[config.mk]
export PLATFORM = sky130hd
export DESIGN_NAME = max_pool_flat
export DESIGN_NICKNAME = d
export VERILOG_FILES = /design/src/rtl/lenet_pkg.sv /design/src/rtl/axis_if.sv /design/src/rtl/bram.sv /design/src/rtl/max_pool.sv /design/src/flat_wrapper.sv
export SDC_FILE = /design/constraint.sdc
export NUM_CORES = 1
export LEC_CHECK = 0
export CAP_MARGIN = 20
export CORE_MARGIN = 2
export CORE_UTILIZATION = 46
export CTS_BUF_LIST = sky130_fd_sc_hd__clkbuf_4
export CTS_CLUSTER_SIZE = 16
export DETAILED_ROUTE_END_ITERATION = 10
export GPL_ROUTABILITY_DRIVEN = 1
export PLACE_DENSITY = 0.64
export SLEW_MARGIN = 20
export SYNTH_ARGS = -nofsm -noshare
export SYNTH_HDL_FRONTEND = slang
export SYNTH_HIERARCHICAL = 1
export SYNTH_SLANG_ARGS = --single-unit
[constraint.sdc]
create_clock -name clk -period 3.9 [get_ports clk]
set_input_delay 0.585 -clock clk [delete_from_list [all_inputs] [get_ports clk]]
set_output_delay 0.585 -clock clk [all_outputs]
set_load 0.05 [all_outputs]
[src/rtl/lenet_pkg.sv]
// Shared types and constants for the LeNet pooling datapath.
//   DATA_WIDTH      : pixel width in bits
//   IMAGE_WIDTH_DEF : default maximum line length
//   pixel_t         : signed pixel
//   pool_state_t    : max-pool sequencing states
package lenet_pkg;

    localparam int unsigned DATA_WIDTH      = 8;
    localparam int unsigned IMAGE_WIDTH_DEF = 28;

    typedef logic signed [DATA_WIDTH-1:0] pixel_t;

    typedef enum logic [1:0] {
        IDLE     = 2'd0,
        EVEN_ROW = 2'd1,
        ODD_ROW  = 2'd2
    } pool_state_t;

    // Signed maximum of two pixels.
    function automatic pixel_t max2(input pixel_t a, input pixel_t b);
        return (a > b) ? a : b;
    endfunction

endpackage

[src/rtl/axis_if.sv]
// AXI-Stream style pixel channel.
//   tvalid/tready : handshake, transfer when both high
//   tdata         : pixel
//   tuser         : start of frame
//   tlast         : end of line
interface axis_if #(
    parameter int unsigned DW = lenet_pkg::DATA_WIDTH
);
    logic          tvalid;
    logic          tready;
    logic [DW-1:0] tdata;
    logic          tuser;
    logic          tlast;

    modport main       (output tvalid, tdata, tuser, tlast, input  tready);
    modport peripheral (input  tvalid, tdata, tuser, tlast, output tready);
endinterface

[src/rtl/bram.sv]
// Simple dual-port RAM with registered, enable-gated read (1-cycle latency).
//   clk          : clock
//   we/waddr/wdata : write port
//   re/raddr     : read request; rdata updates only when re is high and then holds
//   rdata        : read data
module bram #(
    parameter int unsigned WIDTH = 8,
    parameter int unsigned DEPTH = 14,
    parameter int unsigned AW    = (DEPTH > 1) ? $clog2(DEPTH) : 1
) (
    input  logic             clk,
    input  logic             we,
    input  logic [AW-1:0]    waddr,
    input  logic [WIDTH-1:0] wdata,
    input  logic             re,
    input  logic [AW-1:0]    raddr,
    output logic [WIDTH-1:0] rdata
);

    logic [WIDTH-1:0] mem [DEPTH];
    logic [WIDTH-1:0] rdata_q;

    // Contents are always written before being read, so no reset.
    always_ff @(posedge clk) begin
        if (we) mem[waddr] <= wdata;
        if (re) rdata_q <= mem[raddr];
    end

    assign rdata = rdata_q;

endmodule

[src/rtl/max_pool.sv]
// Non-overlapping 2x2 signed max pooling, stride 2, on an AXI-Stream pixel stream.
//   clk       : clock
//   rst_n     : asynchronous active-low reset
//   image_in  : input pixels (tuser = start of frame, tlast = end of line)
//   image_out : pooled pixels, registered, same tuser/tlast meaning
module max_pool
    import lenet_pkg::*;
#(
    parameter int unsigned IMAGE_WIDTH = IMAGE_WIDTH_DEF,
    parameter int unsigned POOL_SIZE   = 2
) (
    input  logic          clk,
    input  logic          rst_n,
    axis_if.peripheral    image_in,
    axis_if.main          image_out
);

    localparam int unsigned DEPTH = IMAGE_WIDTH / POOL_SIZE;
    localparam int unsigned SPAN  = DEPTH * 2;
    localparam int unsigned AW    = (DEPTH > 1) ? $clog2(DEPTH) : 1;
    localparam int unsigned CW    = $clog2(IMAGE_WIDTH + 1);
    localparam int unsigned PW    = $clog2(DEPTH + 1);

    pool_state_t   state_q, state_d;
    logic [CW-1:0] col_q, col_d;
    logic          pair_q, pair_d;
    pixel_t        first_q, first_d;
    logic [PW-1:0] pairs_q, pairs_d;   // complete pairs written by the current even row
    logic          sof_q, sof_d;       // next output is the first of the frame
    pixel_t        dout_q, dout_d;
    logic          vld_q, vld_d;
    logic          user_q, user_d;
    logic          last_q, last_d;

    logic              accept, restart, active, in_span, pair_eff;
    pool_state_t       st_eff;
    logic [CW-1:0]     col_eff;
    logic [PW-1:0]     pairs_eff, idx_p;
    logic [AW-1:0]     idx_a;
    pixel_t            pix, m2, m3;
    logic              we_c, re_c;
    logic [DATA_WIDTH-1:0] rdata;

    assign image_in.tready  = !vld_q | image_out.tready;
    assign image_out.tvalid = vld_q;
    assign image_out.tdata  = dout_q;
    assign image_out.tuser  = user_q;
    assign image_out.tlast  = last_q;

    bram #(
        .WIDTH (DATA_WIDTH),
        .DEPTH (DEPTH),
        .AW    (AW)
    ) u_row_buf (
        .clk   (clk),
        .we    (we_c),
        .waddr (idx_a),
        .wdata (m2),
        .re    (re_c),
        .raddr (idx_a),
        .rdata (rdata)
    );

    // A tuser pixel is processed as row 0, column 0 regardless of current state.
    always_comb begin
        accept    = image_in.tvalid & image_in.tready;
        restart   = accept & image_in.tuser;
        active    = accept & (restart | (state_q != IDLE));
        pix       = pixel_t'(image_in.tdata);
        st_eff    = restart ? EVEN_ROW : state_q;
        col_eff   = restart ? '0 : col_q;
        pair_eff  = restart ? 1'b0 : pair_q;
        pairs_eff = restart ? '0 : pairs_q;
        in_span   = col_eff < CW'(SPAN);
        idx_a     = AW'(col_eff >> 1);
        idx_p     = PW'(col_eff >> 1);
        m2        = max2(first_q, pix);
        m3        = max2(m2, pixel_t'(rdata));
    end

    // Next-state, datapath and output-register logic.
    always_comb begin
        state_d = state_q;
        col_d   = col_q;
        pair_d  = pair_q;
        first_d = first_q;
        pairs_d = pairs_q;
        sof_d   = sof_q;
        dout_d  = dout_q;
        vld_d   = vld_q & ~image_out.tready;
        user_d  = user_q;
        last_d  = last_q;
        we_c    = 1'b0;
        re_c    = 1'b0;

        if (active) begin
            if (restart) sof_d = 1'b1;
            state_d = st_eff;
            pair_d  = pair_eff;
            pairs_d = pairs_eff;
            // Saturate so overlong lines never wrap the buffer address.
            col_d   = (col_eff == CW'(IMAGE_WIDTH)) ? col_eff : col_eff + CW'(1);

            if (in_span) begin
                if (!pair_eff) begin
                    // Read early so data is ready whenever the partner pixel arrives.
                    first_d = pix;
                    pair_d  = 1'b1;
                    re_c    = 1'b1;
                end else begin
                    pair_d = 1'b0;
                    if (st_eff == EVEN_ROW) begin
                        we_c    = 1'b1;
                        pairs_d = idx_p + PW'(1);
                    end else if (idx_p < pairs_eff) begin
                        // The even row's pair count tells us which pair ends the line,
                        // even when a trailing unpaired pixel carries the input tlast.
                        vld_d  = 1'b1;
                        dout_d = m3;
                        user_d = sof_q;
                        sof_d  = 1'b0;
                        last_d = image_in.tlast | (idx_p == pairs_eff - PW'(1));
                    end
                end
            end

            if (image_in.tlast) begin
                col_d   = '0;
                pair_d  = 1'b0;
                state_d = (st_eff == EVEN_ROW) ? ODD_ROW : EVEN_ROW;
                if (st_eff == ODD_ROW) pairs_d = '0;
            end
        end
    end

    always_ff @(posedge clk or negedge rst_n) begin
        if (!rst_n) begin
            state_q <= IDLE;
            col_q   <= '0;
            pair_q  <= 1'b0;
            first_q <= '0;
            pairs_q <= '0;
            sof_q   <= 1'b0;
            dout_q  <= '0;
            vld_q   <= 1'b0;
            user_q  <= 1'b0;
            last_q  <= 1'b0;
        end else begin
            state_q <= state_d;
            col_q   <= col_d;
            pair_q  <= pair_d;
            first_q <= first_d;
            pairs_q <= pairs_d;
            sof_q   <= sof_d;
            dout_q  <= dout_d;
            vld_q   <= vld_d;
            user_q  <= user_d;
            last_q  <= last_d;
        end
    end

endmodule

[src/flat_wrapper.sv]
// flat-port wrapper written by rule: the top's interface ports become plain ports
module max_pool_flat import lenet_pkg::*;
#(
    parameter int unsigned IMAGE_WIDTH = IMAGE_WIDTH_DEF,
    parameter int unsigned POOL_SIZE   = 2
)
  (clk, rst_n, image_in_tvalid, image_in_tdata, image_in_tuser, image_in_tlast, image_in_tready, image_out_tvalid, image_out_tdata, image_out_tuser, image_out_tlast, image_out_tready);
  axis_if image_in_i ();
  axis_if image_out_i ();
  input  logic clk;
  input  logic rst_n;
  input wire logic [$bits(image_in_i.tvalid)-1:0] image_in_tvalid;
  input wire logic [$bits(image_in_i.tdata)-1:0] image_in_tdata;
  input wire logic [$bits(image_in_i.tuser)-1:0] image_in_tuser;
  input wire logic [$bits(image_in_i.tlast)-1:0] image_in_tlast;
  output wire logic [$bits(image_in_i.tready)-1:0] image_in_tready;
  output wire logic [$bits(image_out_i.tvalid)-1:0] image_out_tvalid;
  output wire logic [$bits(image_out_i.tdata)-1:0] image_out_tdata;
  output wire logic [$bits(image_out_i.tuser)-1:0] image_out_tuser;
  output wire logic [$bits(image_out_i.tlast)-1:0] image_out_tlast;
  input wire logic [$bits(image_out_i.tready)-1:0] image_out_tready;
  assign image_in_i.tvalid = image_in_tvalid;
  assign image_in_i.tdata = image_in_tdata;
  assign image_in_i.tuser = image_in_tuser;
  assign image_in_i.tlast = image_in_tlast;
  assign image_in_tready = image_in_i.tready;
  assign image_out_tvalid = image_out_i.tvalid;
  assign image_out_tdata = image_out_i.tdata;
  assign image_out_tuser = image_out_i.tuser;
  assign image_out_tlast = image_out_i.tlast;
  assign image_out_i.tready = image_out_tready;
  max_pool #(.IMAGE_WIDTH(IMAGE_WIDTH), .POOL_SIZE(POOL_SIZE)) u_core (.clk(clk), .rst_n(rst_n), .image_in(image_in_i), .image_out(image_out_i));
endmodule
==> results of run 1 <==
==> worst max path at each step <==
stage	to	cells past startpoint	slack (ps)
floorplan	u_core/image_out.tdata[0]	16	120
global placement	u_core/image_out.tdata[6]	16	-310
detailed placement	u_core/image_out.tdata[4]	17	-470
CTS	u_core/image_out.tdata[6]	16	130
global route	u_core/image_out.tdata[2]	17	50
finish	u_core/image_out.tdata[2]	17	170
==> cell usage in the layout (no fill, tap or decap), types with 16 or more instances in the layout <==
cell type,instances
a21oi_1,17
buf_4,44
mux4_1,23
edfxtp_1,120
mux2i_1,16
ha_1,26
nor2_1,20
dfrtp_1,32
inv_1,35
clkdlybuf4s50_1,25
clkbuf_4,17
nand2_1,31
==> cells in the mapped netlist (all sizes together), types with 13 or more instances <==
library cell	number
edfxtp	120
inv	37
dfrtp	32
nand2	31
ha	26
mux4	24
nor2	21
a21oi	18
mux2	17
mux2i	16
o21ai	13
==> flip-flops by register name, indices dropped and copies added (netlist names) <==
signal	count
u_core/first_q	8
u_core/image_out.tvalid	1
u_core/state_q	2
u_core/image_out.tdata	8
u_core/col_q	5
u_core/sof_q	1
u_core/pair_q	1
u_core/pairs_q	4
u_core/image_out.tlast	1
u_core/u_row_buf/rdata	8
u_core/image_out.tuser	1
u_core/u_row_buf/mem	112
==> power by group through the flow <==
stage	logic (µW)	clock network [µW]	registers (µW)
2_1_floorplan	662	0	2200
3_3_place_gp	1200	0	2080
3_5_place_dp	1240	0	2080
4_1_cts	1250	923	2050
5_1_grt	1350	990	2060
6_report	1240	891	2050
==> logic make-up (layout without fill, tap and decap cells) <==
group,after synthesis,in the layout,synth area share [%]
xor+xnor,7,7,0.871
fa+ha+maj,26,26,4.62
buf+inv,57,140,3.73
compound gates,67,67,7.22
flops,152,152,62.6
other cells,0,1,0
simple gates,98,98,7.06
mux,57,57,13.9
==> stage by stage <==
| step | std cells | hold WS [ps] | power (µW) | cell area, µm² |
|---|---|---|---|---|
| after floorplan | 464 | 289 | 2870 | 7040 |
| after global placement | 703 | 472 | 3290 | 7750 |
| after detailed placement | 703 | 485 | 3330 | 7750 |
| after CTS | 735 | 376 | 4220 | 8020 |
| after global routing | 736 | 395 | 4400 | 8020 |
| final | 736 | 407 | 4180 | 8020 |
==> cell type report <==
class / instances / area (µm²) / share of cell area [%]
Clock buffer: 17 / 128 / 1.59
Multi-Input combinational cell: 255 / 2370 / 29.6
Tap cell: 188 / 235 / 2.93
Timing Repair Buffer: 70 / 601 / 7.48
Antenna cell: 1 / 2.50 / 0.0312
Clock inverter: 15 / 136 / 1.70
Inverter: 38 / 143 / 1.78
Sequential cell: 152 / 4400 / 54.9
==> routing by layer <==
metal	up-vias	wire (µm)	part of all wire, %
met4	0	390	2.8
met5	-	0	0
met1	2026	5970	43
li1	1936	-	-
met2	124	6620	48
met3	26	841	6.1
==> timing repair <==
action,CTS,global route
setup endpoints to repair,0,7
gates resized for setup,0,1
setup buffers,0,0
==> flow_summary.toml, run 1 <==
[clock_network]
clkSlewWorstSetupHoldPaths_ps = 140
cts-buffers-inserted = 17
cts_root_buf = "clkbuf_4"
clockBufferDepth = 2
clock_latency_ps = 550
cts_tree = "built"
hold_buffers = 0
htree_levels = 4
cts.sinks = 152

[logic_synthesis]
synth_ff_type = "edfxtp_1"
synth_edf_count = 120
syn_area_per_cell_um2 = 15.2
synth_area_mm2 = 0.00704
ys_types = 55
yosysWarnings = 6
netlist.area_leader.share_pct = 51.2
ys_async_sr_fraction_pct = 21.1
synthCells = 464
synth_top_area_cell = "edfxtp_1"
ys_ff_latch = 152
yosys-top-cells-area = "edfxtp_1 51%, dfrtp_1 11%, mux4_1 8.6%, ha_1 4.6%, mux2i_1 2.3%"
synth_seq_area_share_pct = 62.6
syn_nets = 504

[global_routing]
grtUsageTotal_pct = 18.1
grt_use_met3_pct = 4.26
grt_most_used_layer = "met2"
grt_pass1_vias = 4052
grt.overflow.total = 0
gr-usage-met2_pct = 29.1
grt_pass1_wl_mm = 21.8
grt_max_degree = 42
use_met1_pct = 23.8
antenna_found_initial = 1

[critical_path]
crit_chain = "clkdlybuf4s50_1 > inv_1 > ha_1 > nand4_1 > o32ai_1 > a31oi_1 > a21oi_4 > buf_4 > mux2i_1 > inv_1 > ha_1 > or4_4 > a221oi_2 > a221oi_2 > nor2_4 > nand3_4 > o221ai_2"
r2r_setup_slack_ps = 280
critPathTopFamily = "compound AO/OA/AOI/OAI gates"
r2r-end = "u_core/image_out.tdata[2]"
crit_arrival_ps = 4190
worst-path-buf-inv = 4
critPathMaxFanout = 8
r2r_start = "u_core/first_q[6]"
slowest_delay_ps = 480
reg2reg_depth = 15
crit_path_start_kind = "input pin"
critPathCaptureType = "register"
cp-startpoint = "image_in_tdata[6]"
required_ps = 4360
worstSetupPathType = "in2reg"
cpMaxStageDelayCell = "clkdlybuf4s50_1"

[layout]
nNetsFinal = 574
n_fill_cell = 1202
fin_util_pct = 53.2
syn2layout_area_growth_pct = 14.0
drive_above_1_share_pct = 19.4

[power]
power.density_mw_per_mm2 = 520
seqPwrFrac_pct = 49.0
vdd_drop_max_mv = 0.194
power.share.clock_pct = 21.3
power_frac_comb_pct = 29.6
netSwitchingPower_uw = 1430
switching_share_pct = 34.2
p_leak_uw = 0.00297
p_int_uw = 2750

[drt]
first_iter_violations = 335
first_pass_iters = 5
drc_errors = 0
routed_wl_mm = 13.8
vias = 4112
wl_per_cell_um = 18.8
drtAntennaViolNets = 0
viasPerCell = 5.59

[status]
run_status = "finished, final reports clean"

[placement]
io_buffers = 25
place_ws_ps = -472
place.gp.congestion = 0.868
place_hpwl_mm = 9.37

[die]
die_h_um = 128
dieArea_mm2 = 0.0163
start_util_pct = 46.6
die_x_um = 128
rows = 45
coreArea_mm2 = 0.0151
io_pins = 26

[timing]
max_freq_mhz = 268
rsz0062_at_grt = "no"
hold_violations = 0
min_period_ps = 3730
fin_setup_tns_ps = 0
tightest_slew_ps = 537
fin_skew_ps = 23.2
relSlewSlack_pct = 64.1
period_share_pct = 95.7
final-setup-viol-count = 0
drv_slew = 0
layout_setup_ws_ps = 168

[run]
cap_violations = 0

[worst_hold_path]
hold_class = "in2async"
Note: power is estimated with default switching activity, not from simulation.
==> run 2: changes to the inputs <==
==> constraint.sdc (replaced) <==
create_clock -name clk -period 3.9 [get_ports clk]
set_input_delay 0.78 -clock clk [delete_from_list [all_inputs] [get_ports clk]]
set_output_delay 0.78 -clock clk [all_outputs]
set_load 0.05 [all_outputs]
==> flow_summary.toml, run 2 (same netlist as run 1, synthesis figures left out) <==
[status]
run_status = "finished, final reports clean"

[timing]
period_share_pct = 97.8
max_freq_mhz = 262
hold_violations = 0
drv_slew = 0
fin_setup_tns_ps = 0
tightest_slew_ps = 571
final-setup-viol-count = 0
fin_skew_ps = 21.9
min_period_ps = 3820
relSlewSlack_pct = 61.8
whs_ps = 510

[critical_path]
crit_chain = "clkdlybuf4s50_1 > inv_1 > ha_1 > nand2_1 > o32ai_2 > a31oi_2 > a21oi_4 > buf_6 > mux2i_4 > inv_2 > ha_1 > or4_4 > a221oi_4 > a221oi_2 > nor2_4 > or2_4 > o221ai_2"
cp-startpoint = "image_in_tdata[2]"
r2r-end = "u_core/image_out.tdata[2]"
cpMostUsedCell = "ha_1"
cp.depth = 17
crit_arrival_ps = 4220
slowest_delay_ps = 530
critPathCaptureType = "register"
crit_path_end = "u_core/image_out.tdata[2]"
worst-path-buf-inv = 4
r2r_start = "u_core/first_q[6]"
worstSetupPathType = "in2reg"
crit_path_start_kind = "input pin"
required_ps = 4310
critPathMaxFanout = 8
r2r_setup_slack_ps = 300
cpMaxStageDelayCell = "or4_4"
reg2reg_depth = 15
critPathTopFamily = "compound AO/OA/AOI/OAI gates"

[drt]
drc_errors = 0
first_iter_violations = 338
vias = 4134
routed_wl_mm = 14.2
wl_per_cell_um = 19.1
first_pass_iters = 5
viasPerCell = 5.57
drtAntennaViolNets = 0

[layout]
layout_common_cells = "120 x edfxtp_1, 46 x buf_4, 32 x dfrtp_1, 31 x nand2_1, 29 x inv_1"
largest_register = "u_core/u_row_buf/mem"
n_fill_cell = 1216
final_common_cell = "edfxtp_1"
syn2layout_area_growth_pct = 17.1
largest_register_ffs = 112
drive_above_1_share_pct = 23.1
fin_cells = 742
nNetsFinal = 580

[clock_network]
cts_root_buf = "clkbuf_4"
clkSlewWorstSetupHoldPaths_ps = 120
hold_buffers = 0
htree_levels = 4
cts.sinks = 152
clockBufferDepth = 2
cts-buffers-inserted = 17
clock_latency_ps = 540
cts_tree = "built"

[global_routing]
grtUsageTotal_pct = 18.1
grt.overflow.total = 0
grt_pass1_vias = 3972
grt_max_degree = 42
antenna_found_initial = 1
grt_pass1_wl_mm = 21.8

[die]
start_util_pct = 46.6
rows = 45
die_x_um = 128
io_pins = 26
die_h_um = 128
coreArea_mm2 = 0.0151
dieArea_mm2 = 0.0163

[worst_hold_path]
hold_class = "reg2reg"

[placement]
place_hpwl_mm = 9.51
place.gp.congestion = 0.864
dp_cells = 707
io_buffers = 25

[power]
p_leak_uw = 0.00305
power.density_mw_per_mm2 = 531
vdd_drop_max_mv = 0.191

[run]
cap_violations = 0
[run 2: tightest hold or removal path, stage by stage (launching register included)]
cell and delay (ps):
dfrtp_1 370, nand2_1 50, o21ai_1 60
[run 2: worst min path at each step]
stage | slack [ps] | cells after the start | end | startpoint
after detailed placement | 480 | 1 | u_core/image_out.tuser | u_core/image_out.tuser
final | 510 | 2 | u_core/image_out.tlast | u_core/image_out.tlast
after floorplan | 460 | 1 | u_core/sof_q | u_core/sof_q
after CTS | 510 | 1 | u_core/image_out.tuser | u_core/sof_q
after global routing | 520 | 1 | u_core/image_out.tuser | u_core/sof_q
after global placement | 480 | 1 | u_core/image_out.tuser | u_core/image_out.tuser
[run 2: metrics by stage]
stage          power [µW]  utilization [%]  setup WS [ps]  area (µm²)
2_1_floorplan        2870                -           41.3        7040
3_3_place_gp         3320             51.7           -443        7800
3_5_place_dp         3360             51.7           -569        7800
4_1_cts              4330             53.6           33.8        8090
5_1_grt              4590             54.6          -19.2        8240
6_report             4370             54.6           84.7        8240
[run 2: power by group]
group | internal (µW) | switching (µW) | total (µW)
registers | 1980 | 76.8 | 2060
logic | 561 | 788 | 1350
clock network | 410 | 559 | 969
[run 2: area by class of cell]
| cell class | instances | area (µm²) | area share, % |
|---|---|---|---|
| tap | 188 | 235 | 2.85 |
| clock buffer | 20 | 150 | 1.82 |
| clock inverter | 12 | 140 | 1.70 |
| multi-input combinational | 255 | 2480 | 30.2 |
| inverter | 38 | 143 | 1.73 |
| sequential | 152 | 4400 | 53.5 |
| antenna | 1 | 2.50 | 0.0304 |
| timing repair buffer | 76 | 679 | 8.25 |
[run 2: repair_timing]
action / in CTS / in global routing
gates resized for setup: 0 / 23
hold endpoints to repair: 0 / 0
setup endpoints to repair: 0 / 8
buffers inserted: 0 / 2
[run 2: per-layer routing]
layer	wire, µm	track usage (%)
met5	0	0
met3	701	4.01
met2	6850	28.4
met1	6410	25.0
met4	221	6.59
